`src/rtl/sync_fifo_flags.sv`:
```
// Single-clock FIFO with programmable almost-full/almost-empty thresholds, fill level,
// sticky overflow/underflow flags, synchronous flush and optional first-word-fall-through.
module sync_fifo_flags #(
  parameter int WIDTH    = 8,
  parameter int DEPTHBIT = 4,
  parameter int FWFT     = 0,
  parameter int AF_LEVEL = 12,
  parameter int AE_LEVEL = 2
) (
  input  logic                clk,
  input  logic                rst_n,
  input  logic                clr,
  input  logic                wr_en,
  input  logic [WIDTH-1:0]    wr_data,
  input  logic                rd_en,
  output logic [WIDTH-1:0]    rd_data,
  output logic                rd_valid,
  output logic                empty,
  output logic                full,
  output logic                almost_empty,
  output logic                almost_full,
  output logic [DEPTHBIT:0]   level,
  output logic                overflow,
  output logic                underflow
);

  localparam int                  MAXCOUNT = 1 << DEPTHBIT;
  localparam logic [DEPTHBIT:0]   MAX_LVL  = MAXCOUNT[DEPTHBIT:0];
  localparam logic [DEPTHBIT:0]   AF_LVL   = AF_LEVEL[DEPTHBIT:0];
  localparam logic [DEPTHBIT:0]   AE_LVL   = AE_LEVEL[DEPTHBIT:0];
  localparam logic [DEPTHBIT:0]   LVL_ONE  = 1;
  localparam logic [DEPTHBIT-1:0] PTR_ONE  = 1;

  logic [WIDTH-1:0]    mem_q [MAXCOUNT];
  logic [DEPTHBIT-1:0] wr_ptr_q, wr_ptr_d;
  logic [DEPTHBIT-1:0] rd_ptr_q, rd_ptr_d;
  logic [DEPTHBIT:0]   level_q, level_d;
  logic [WIDTH-1:0]    rd_data_q, rd_data_d;
  logic                rd_valid_q, rd_valid_d;
  logic                ovf_q, ovf_d;
  logic                unf_q, unf_d;
  logic                wr_acc, rd_acc;

  // Status flags decode the registered level directly, so they carry no extra latency.
  assign empty        = (level_q == '0);
  assign full         = (level_q == MAX_LVL);
  assign almost_empty = (level_q <= AE_LVL);
  assign almost_full  = (level_q >= AF_LVL);
  assign level        = level_q;
  assign overflow     = ovf_q;
  assign underflow    = unf_q;

  assign wr_acc = wr_en & ~full;
  assign rd_acc = rd_en & ~empty;

  assign rd_data  = (FWFT != 0) ? mem_q[rd_ptr_q] : rd_data_q;
  assign rd_valid = (FWFT != 0) ? ~empty : rd_valid_q;

  always_comb begin
    wr_ptr_d   = wr_ptr_q;
    rd_ptr_d   = rd_ptr_q;
    level_d    = level_q;
    rd_data_d  = rd_data_q;
    rd_valid_d = 1'b0;
    ovf_d      = ovf_q;
    unf_d      = unf_q;
    if (clr) begin
      // Flush wins over any concurrent request; memory contents are left stale.
      wr_ptr_d  = '0;
      rd_ptr_d  = '0;
      level_d   = '0;
      rd_data_d = '0;
      ovf_d     = 1'b0;
      unf_d     = 1'b0;
    end else begin
      if (wr_acc) wr_ptr_d = wr_ptr_q + PTR_ONE;
      if (rd_acc) begin
        rd_ptr_d   = rd_ptr_q + PTR_ONE;
        rd_data_d  = mem_q[rd_ptr_q];
        rd_valid_d = 1'b1;
      end
      case ({wr_acc, rd_acc})
        2'b10:   level_d = level_q + LVL_ONE;
        2'b01:   level_d = level_q - LVL_ONE;
        default: level_d = level_q;
      endcase
      if (wr_en & full)  ovf_d = 1'b1;
      if (rd_en & empty) unf_d = 1'b1;
    end
  end

  always_ff @(posedge clk or negedge rst_n) begin
    if (!rst_n) begin
      wr_ptr_q   <= '0;
      rd_ptr_q   <= '0;
      level_q    <= '0;
      rd_data_q  <= '0;
      rd_valid_q <= 1'b0;
      ovf_q      <= 1'b0;
      unf_q      <= 1'b0;
    end else begin
      wr_ptr_q   <= wr_ptr_d;
      rd_ptr_q   <= rd_ptr_d;
      level_q    <= level_d;
      rd_data_q  <= rd_data_d;
      rd_valid_q <= rd_valid_d;
      ovf_q      <= ovf_d;
      unf_q      <= unf_d;
    end
  end

  always_ff @(posedge clk) begin
    if (wr_acc && !clr) mem_q[wr_ptr_q] <= wr_data;
  end

endmodule
```
`config.mk`:
```
export PLATFORM = sky130hd
export DESIGN_NAME = sync_fifo_flags
export DESIGN_NICKNAME = d
export VERILOG_FILES = /design/src/rtl/sync_fifo_flags.sv
export SDC_FILE = /design/constraint.sdc
export NUM_CORES = 1
export LEC_CHECK = 0
export CORE_UTILIZATION = 45
export DETAILED_ROUTE_END_ITERATION = 10
export GPL_TIMING_DRIVEN = 0
export SLEW_MARGIN = 20
export SYNTH_ARGS = -nofsm -noshare
export SYNTH_HDL_FRONTEND = slang
export SYNTH_SLANG_ARGS = --single-unit
```
`constraint.sdc`:
```
create_clock -name clk -period 2.8 [get_ports clk]
set_input_delay 0.56 -clock clk [delete_from_list [all_inputs] [get_ports clk]]
set_output_delay 0.56 -clock clk [all_outputs]
set_load 0.01 [all_outputs]
```
==> impl_metrics.json, run 1 <==
{
  "yosysMostFrequentCell": "edfxtp_1",
  "p_per_area_mw_per_mm2": 876,
  "grt_setup_unrepaired": "yes",
  "via_per_inst": 5.64,
  "synth_cell_types": 42,
  "fin_ws_ns": 0.0214,
  "cp.arrival_ns": 2.83,
  "multiInputGateArea_mm2": 0.00173,
  "routed_wirelength_um": 13200,
  "syn_avg_cell_area_um2": 17.8,
  "crit_chain": "clkdlybuf4s50_1 > buf_1 > inv_1 > a21oi_1 > nand2_1 > nor2_2",
  "place_ws_ns": -0.578,
  "slew_violations": 0,
  "wl_per_cell_um": 22.2,
  "globalRouteTotalUtil_pct": 20.2,
  "finalSetupViolCount": 0,
  "cts-buffers-inserted": 17,
  "leakage_nw": 2.48,
  "syn_to_final_growth_pct": 18.8,
  "whs_ns": 0.125,
  "nFillCells": 1057,
  "antenna_found_initial": 0,
  "timing.fmax_mhz": 360,
  "dpl.hpwl_um": 8390,
  "insertion_delay_ns": 0.42,
  "grt_max_degree": 25,
  "hold_viol_final": 0,
  "p_total_mw": 6.53,
  "synth_area_leader_cell": "edfxtp_1",
  "ys_seq_elements": 152,
  "fin_crit_sh_pct": 99.2,
  "synth_cells": 352,
  "slowest_delay_ns": 0.54,
  "synth-async-reset-ratio_pct": 15.8,
  "cts_htree_levels": 4,
  "start_util_pct": 46.8,
  "maxCapViolCount": 0,
  "grt_overflow": 0,
  "setup.worst_path.end_class": "flip-flop",
  "drc_errors": 0,
  "synthTopCellsByArea": "edfxtp_1 61%, mux4_2 11%, dfrtp_1 9.6%",
  "dpl.cell_count": 560,
  "cts.sinks": 152,
  "critPathKind": "in -> reg",
  "final_cell_count_no_fill": 597,
  "period_minus_slack_ns": 2.78,
  "die_area_mm2": 0.0144,
  "synth_area_mm2": 0.00627,
  "seqCellArea_mm2": 0.00445,
  "port-buffer-count": 32,
  "required_ns": 2.85,
  "ctsRootBufferMaster": "clkbuf_16",
  "dieWidth_um": 120,
  "worst_pin_slew_ns": 0.982,
  "cts_tree": "built",
  "clk_path_buf_depth": 2,
  "synth.net_count": 372,
  "start_kind": "input port",
  "initialDrtViolationCount": 345,
  "ant_nets": 0,
  "synth_edf_count": 128,
  "yosysTopAreaCellShare_pct": 61.3,
  "coreArea_mm2": 0.0134,
  "num_rows": 42,
  "grt_pass1_vias": 3461,
  "insertedDiodeCount": 0,
  "die_y_um": 120,
  "status": "completed",
  "min-delay-path-class": "in -> async",
  "drtPass1Iterations": 5,
  "path_max_fanout": 10,
  "drive_above_1_share_pct": 24.0,
  "synth_ff_type": "edfxtp_1",
  "finalClockSkew_ns": 0.00593,
  "yosysWarnings": 0,
  "holdBufCountCts": 0,
  "slowest_stage": "nor2_2",
  "clkTransAtPathRegs_ns": 0.06,
  "synthTopCellsByCount": "128 x edfxtp_1, 32 x mux4_2, 32 x nor2_1, 24 x dfrtp_1, 19 x mux2i_1",
  "fin_nets": 428,
  "gp_congestion": 0.795,
  "ir_drop_v": 0.000413,
  "io_pins": 33,
  "slew_headroom_pct": 34.3,
  "via_count": 3366,
  "synth-seq-area-share_pct": 70.8,
  "grt_pass1_wl_um": 20300
}
## stage by stage
stage	instance area, um^2	utilization (%)	setup TNS, ns
6_report	7450	55.6	0
5_1_grt	7450	55.6	-10.02
4_1_cts	7400	55.2	-5.44
3_5_place_dp	6810	50.8	-56.09
3_3_place_gp	6820	50.9	-53.51
2_1_floorplan	6270	-	0
## final cells by class
cell class              count  area share, %
multi-input cells         173           23.2
inverters                   6          0.302
clock buffers              25           7.05
well taps                 176           2.95
repair buffers             37           4.70
clock inverters             7          0.520
flip-flops and latches    152           59.7
plain buffers              21           1.58
## cells in the final DEF, fill, tap and decap left out, drive strengths merged, types with 8 or more instances in the layout
| cell type | count |
|---|---|
| a21oi | 12 |
| buf | 20 |
| clkbuf | 32 |
| clkdlybuf4s50 | 29 |
| dfrtp | 24 |
| edfxtp | 128 |
| mux2i | 19 |
| mux4 | 32 |
| nand2 | 8 |
| nand3b | 10 |
| nor2 | 32 |
| o221ai | 8 |
## final timing paths
kind / start / end / slack, ns / cells past startpoint
setup / recovery: wr_en / mem_q[9][2] / 0.02 / 6
setup reg to reg: level[1] / level[3] / 0.13 / 8
max in group asynchronous: rst_n / level[0] / 2.27 / 1
hold reg to reg: overflow / overflow / 0.50 / 2
min in group clk: overflow / overflow / 0.50 / 2
hold / removal: rst_n / overflow / 0.12 / 1
## cells by family (layout without fill, tap and decap cells)
family / Yosys count / after routing / share of synthesized area, %
flip-flops: 152 / 152 / 70.8
AND/OR/NAND/NOR: 71 / 71 / 5.74
multiplexers: 54 / 54 / 15.1
AO/OA/AOI/OAI: 37 / 37 / 4.29
buffers and inverters: 27 / 96 / 2.13
adder cells (fa/ha/maj): 7 / 7 / 1.40
XOR/XNOR: 4 / 4 / 0.558
## registers in the layout, indices dropped and copies added (netlist names)
signal and flops:
rd_valid 1, underflow 1, rd_ptr_q 4, mem_q 128, wr_ptr_q 4, level 5
rd_data 8, overflow 1
## per-layer routing
metal / global-route usage, % / up-vias / wire length (um)
met2: 31.1 / 106 / 6610
li1: - / 1511 / -
met1: 26.6 / 1729 / 5780
met3: 3.94 / 20 / 527
met4: 12.6 / 0 / 299
met5: 0 / - / 0
## critical path: cells and delay by family
family	cells	cell delay, ns
AND/OR/NAND/NOR	2	0.81
AO/OA/AOI/OAI	1	0.42
buffers and inverters	3	1.03
## power by group
group | switching (mW) | internal (mW) | total, mW
clock | 0.848 | 1.29 | 2.14
combinational | 0.852 | 0.820 | 1.67
sequential | 0.121 | 2.59 | 2.71
## repair_timing
action                     CTS  global route
pin swaps                    0             1
gates resized for setup     12             7
setup endpoints to repair  101            99
setup buffers                0             5
Note: power is estimated with default switching activity, not from simulation.
==> run 2, diff against run 1 <==
- DONT_BUFFER_PORTS: default -> 1
- PLACE_DENSITY: default -> 0.65
==> run 2 against run 1 <==
Against the previous run: sequential share of layout area is 2.6 points higher; clock power up 4%; die area is the same; core utilization down 2.4 points; clock skew is 0.0050 ns higher; first-iteration DRC count is 29% lower; hold slack better by 0.11 ns; non-clock buffer count is 32 lower; combinational power is 20% lower; critical path depth rose by 4; power shrank 3.3%; highest routed layer unchanged.
==> impl_metrics.json, run 2 (synthesis gave the netlist of run 1 again) <==
{
  "drive_above_1_share_pct": 21.9,
  "path_buf_inv": 2,
  "worst_pin_slew_ns": 0.998,
  "die_area_mm2": 0.0144,
  "dpl.hpwl_um": 8160,
  "ir_drop_v": 0.000569,
  "ctsRootBufferMaster": "clkbuf_16",
  "cp.arrival_ns": 2.98,
  "crit_chain": "or4_1 > buf_6 > o21ai_4 > buf_6 > o21ai_0 > nand2_1 > ha_1 > nand2_1 > o22ai_1 > mux2_2",
  "ant_nets": 0,
  "crit_cells": 10,
  "via_count": 3281,
  "timing.fmax_mhz": 374,
  "grt_max_degree": 25,
  "clk_path_buf_depth": 2,
  "io_pins": 33,
  "maxCapViolCount": 0,
  "via_per_inst": 5.82,
  "cts_htree_levels": 4,
  "fin_crit_sh_pct": 95.4,
  "period_minus_slack_ns": 2.67,
  "routed_wirelength_um": 12900,
  "critPathKind": "reg -> reg",
  "syn_to_final_growth_pct": 13.7,
  "p_per_area_mw_per_mm2": 885,
  "insertedDiodeCount": 0,
  "path_max_fanout": 10,
  "fin_nets": 396,
  "finalClockSkew_ns": 0.0109,
  "reg2regPathDepth": 10,
  "nFillCells": 1067,
  "grt_pass1_wl_um": 19600,
  "whs_ns": 0.231,
  "grt_overflow": 0,
  "num_rows": 42,
  "required_ns": 3.11,
  "antenna_found_initial": 0,
  "hold_viol_final": 0,
  "cts-buffers-inserted": 17,
  "drtPass1Iterations": 4,
  "slowest_stage": "or4_1",
  "globalRouteTotalUtil_pct": 19.4,
  "wl_per_cell_um": 22.8,
  "start_util_pct": 46.8,
  "setup.worst_path.end_class": "flip-flop",
  "port-buffer-count": 0,
  "coreArea_mm2": 0.0134,
  "cts.sinks": 152,
  "critPathTopFamily": "simple AND/OR/NAND/NOR gates",
  "top_register": "mem_q",
  "final_common_cell": "edfxtp_1",
  "cts_tree": "built",
  "grt_setup_unrepaired": "no",
  "clkTransAtPathRegs_ns": 0.06,
  "slowest_delay_ns": 0.54,
  "drc_errors": 0,
  "slew_violations": 0,
  "min-delay-path-class": "in -> reg",
  "initialDrtViolationCount": 244,
  "start_kind": "flip-flop",
  "hold_path_depth": 0,
  "insertion_delay_ns": 0.42,
  "dieWidth_um": 120,
  "gp_congestion": 0.905,
  "p_total_mw": 6.31,
  "layout_common_cells": "128 x edfxtp_1, 32 x nor2_1, 32 x mux4_2, 22 x dfrtp_1, 19 x mux2i_1",
  "slew_headroom_pct": 33.2,
  "status": "completed",
  "die_y_um": 120,
  "grt_pass1_vias": 3391,
  "finalSetupViolCount": 0,
  "leakage_nw": 2.39,
  "largest_register_ffs": 128
}
-- run 2: cell count changes in the layout (fill, tap and decap cells not counted), moves of 4 or more --
cell,delta
nor2_2,-11
clkbuf_8,-6
buf_4,-4
clkdlybuf4s50_1,-29
nor2_1,+12
-- run 2: what timing repair did --
action	in CTS	in global routing
endpoints found under the setup margin	3	9
hold endpoints to repair	24	0
pin swaps	1	0
setup buffers	1	2
hold buffers	2	0
gates resized for setup	1	3
-- run 2: layout make-up --
type | instances | area (um^2) | share of cell area [%]
Buffer | 21 | 118 | 1.65
Clock buffer | 20 | 447 | 6.26
Clock inverter | 11 | 124 | 1.74
Inverter | 6 | 22.5 | 0.316
Multi-Input combinational cell | 173 | 1700 | 23.8
Sequential cell | 152 | 4450 | 62.3
Tap cell | 176 | 220 | 3.09
Timing Repair Buffer | 5 | 62.6 | 0.877
-- run 2: worst paths after layout --
kind                       slack, ns       start     endpoint
setup / recovery                0.13    level[0]     level[2]
hold / removal                  0.23  wr_data[3]  mem_q[1][3]
setup reg to reg                0.13    level[0]     level[2]
hold reg to reg                 0.57   underflow    underflow
max in group asynchronous       2.06       rst_n     level[1]
min in group asynchronous       0.57       rst_n     level[3]
-- run 2: per-layer routing --
| layer | vias to the layer above | part of all wire (%) | wire, um | global-route usage (%) |
|---|---|---|---|---|
| met5 | - | 0 | 0 | 0 |
| met4 | 0 | 1.2 | 151 | 6.80 |
| met3 | 10 | 7.5 | 962 | 6.99 |
| met2 | 126 | 50 | 6420 | 30.5 |
| met1 | 1690 | 41 | 5340 | 25.0 |
| li1 | 1455 | - | - | - |
-- run 2: metrics by stage --
stage          instance area, um^2  worst slack (ns)  utilization (%)  TNS, ns  cells
2_1_floorplan                 6270             0.189                -        0    352
3_3_place_gp                  6490            -0.142             48.5   -0.385    528
3_5_place_dp                  6490            -0.175             48.5   -0.739    528
4_1_cts                       7110           0.00958             53.0        0    562
5_1_grt                       7140           0.00711             53.3        0    564
6_report                      7140             0.129             53.3        0    564
-- run 2: power by group --
part | internal (mW) | leakage (nW) | total [mW] | switching [mW]
Sequential | 2.59 | 1.47 | 2.76 | 0.170
Clock | 1.33 | 0.278 | 2.22 | 0.884
Combinational | 0.596 | 0.633 | 1.33 | 0.737
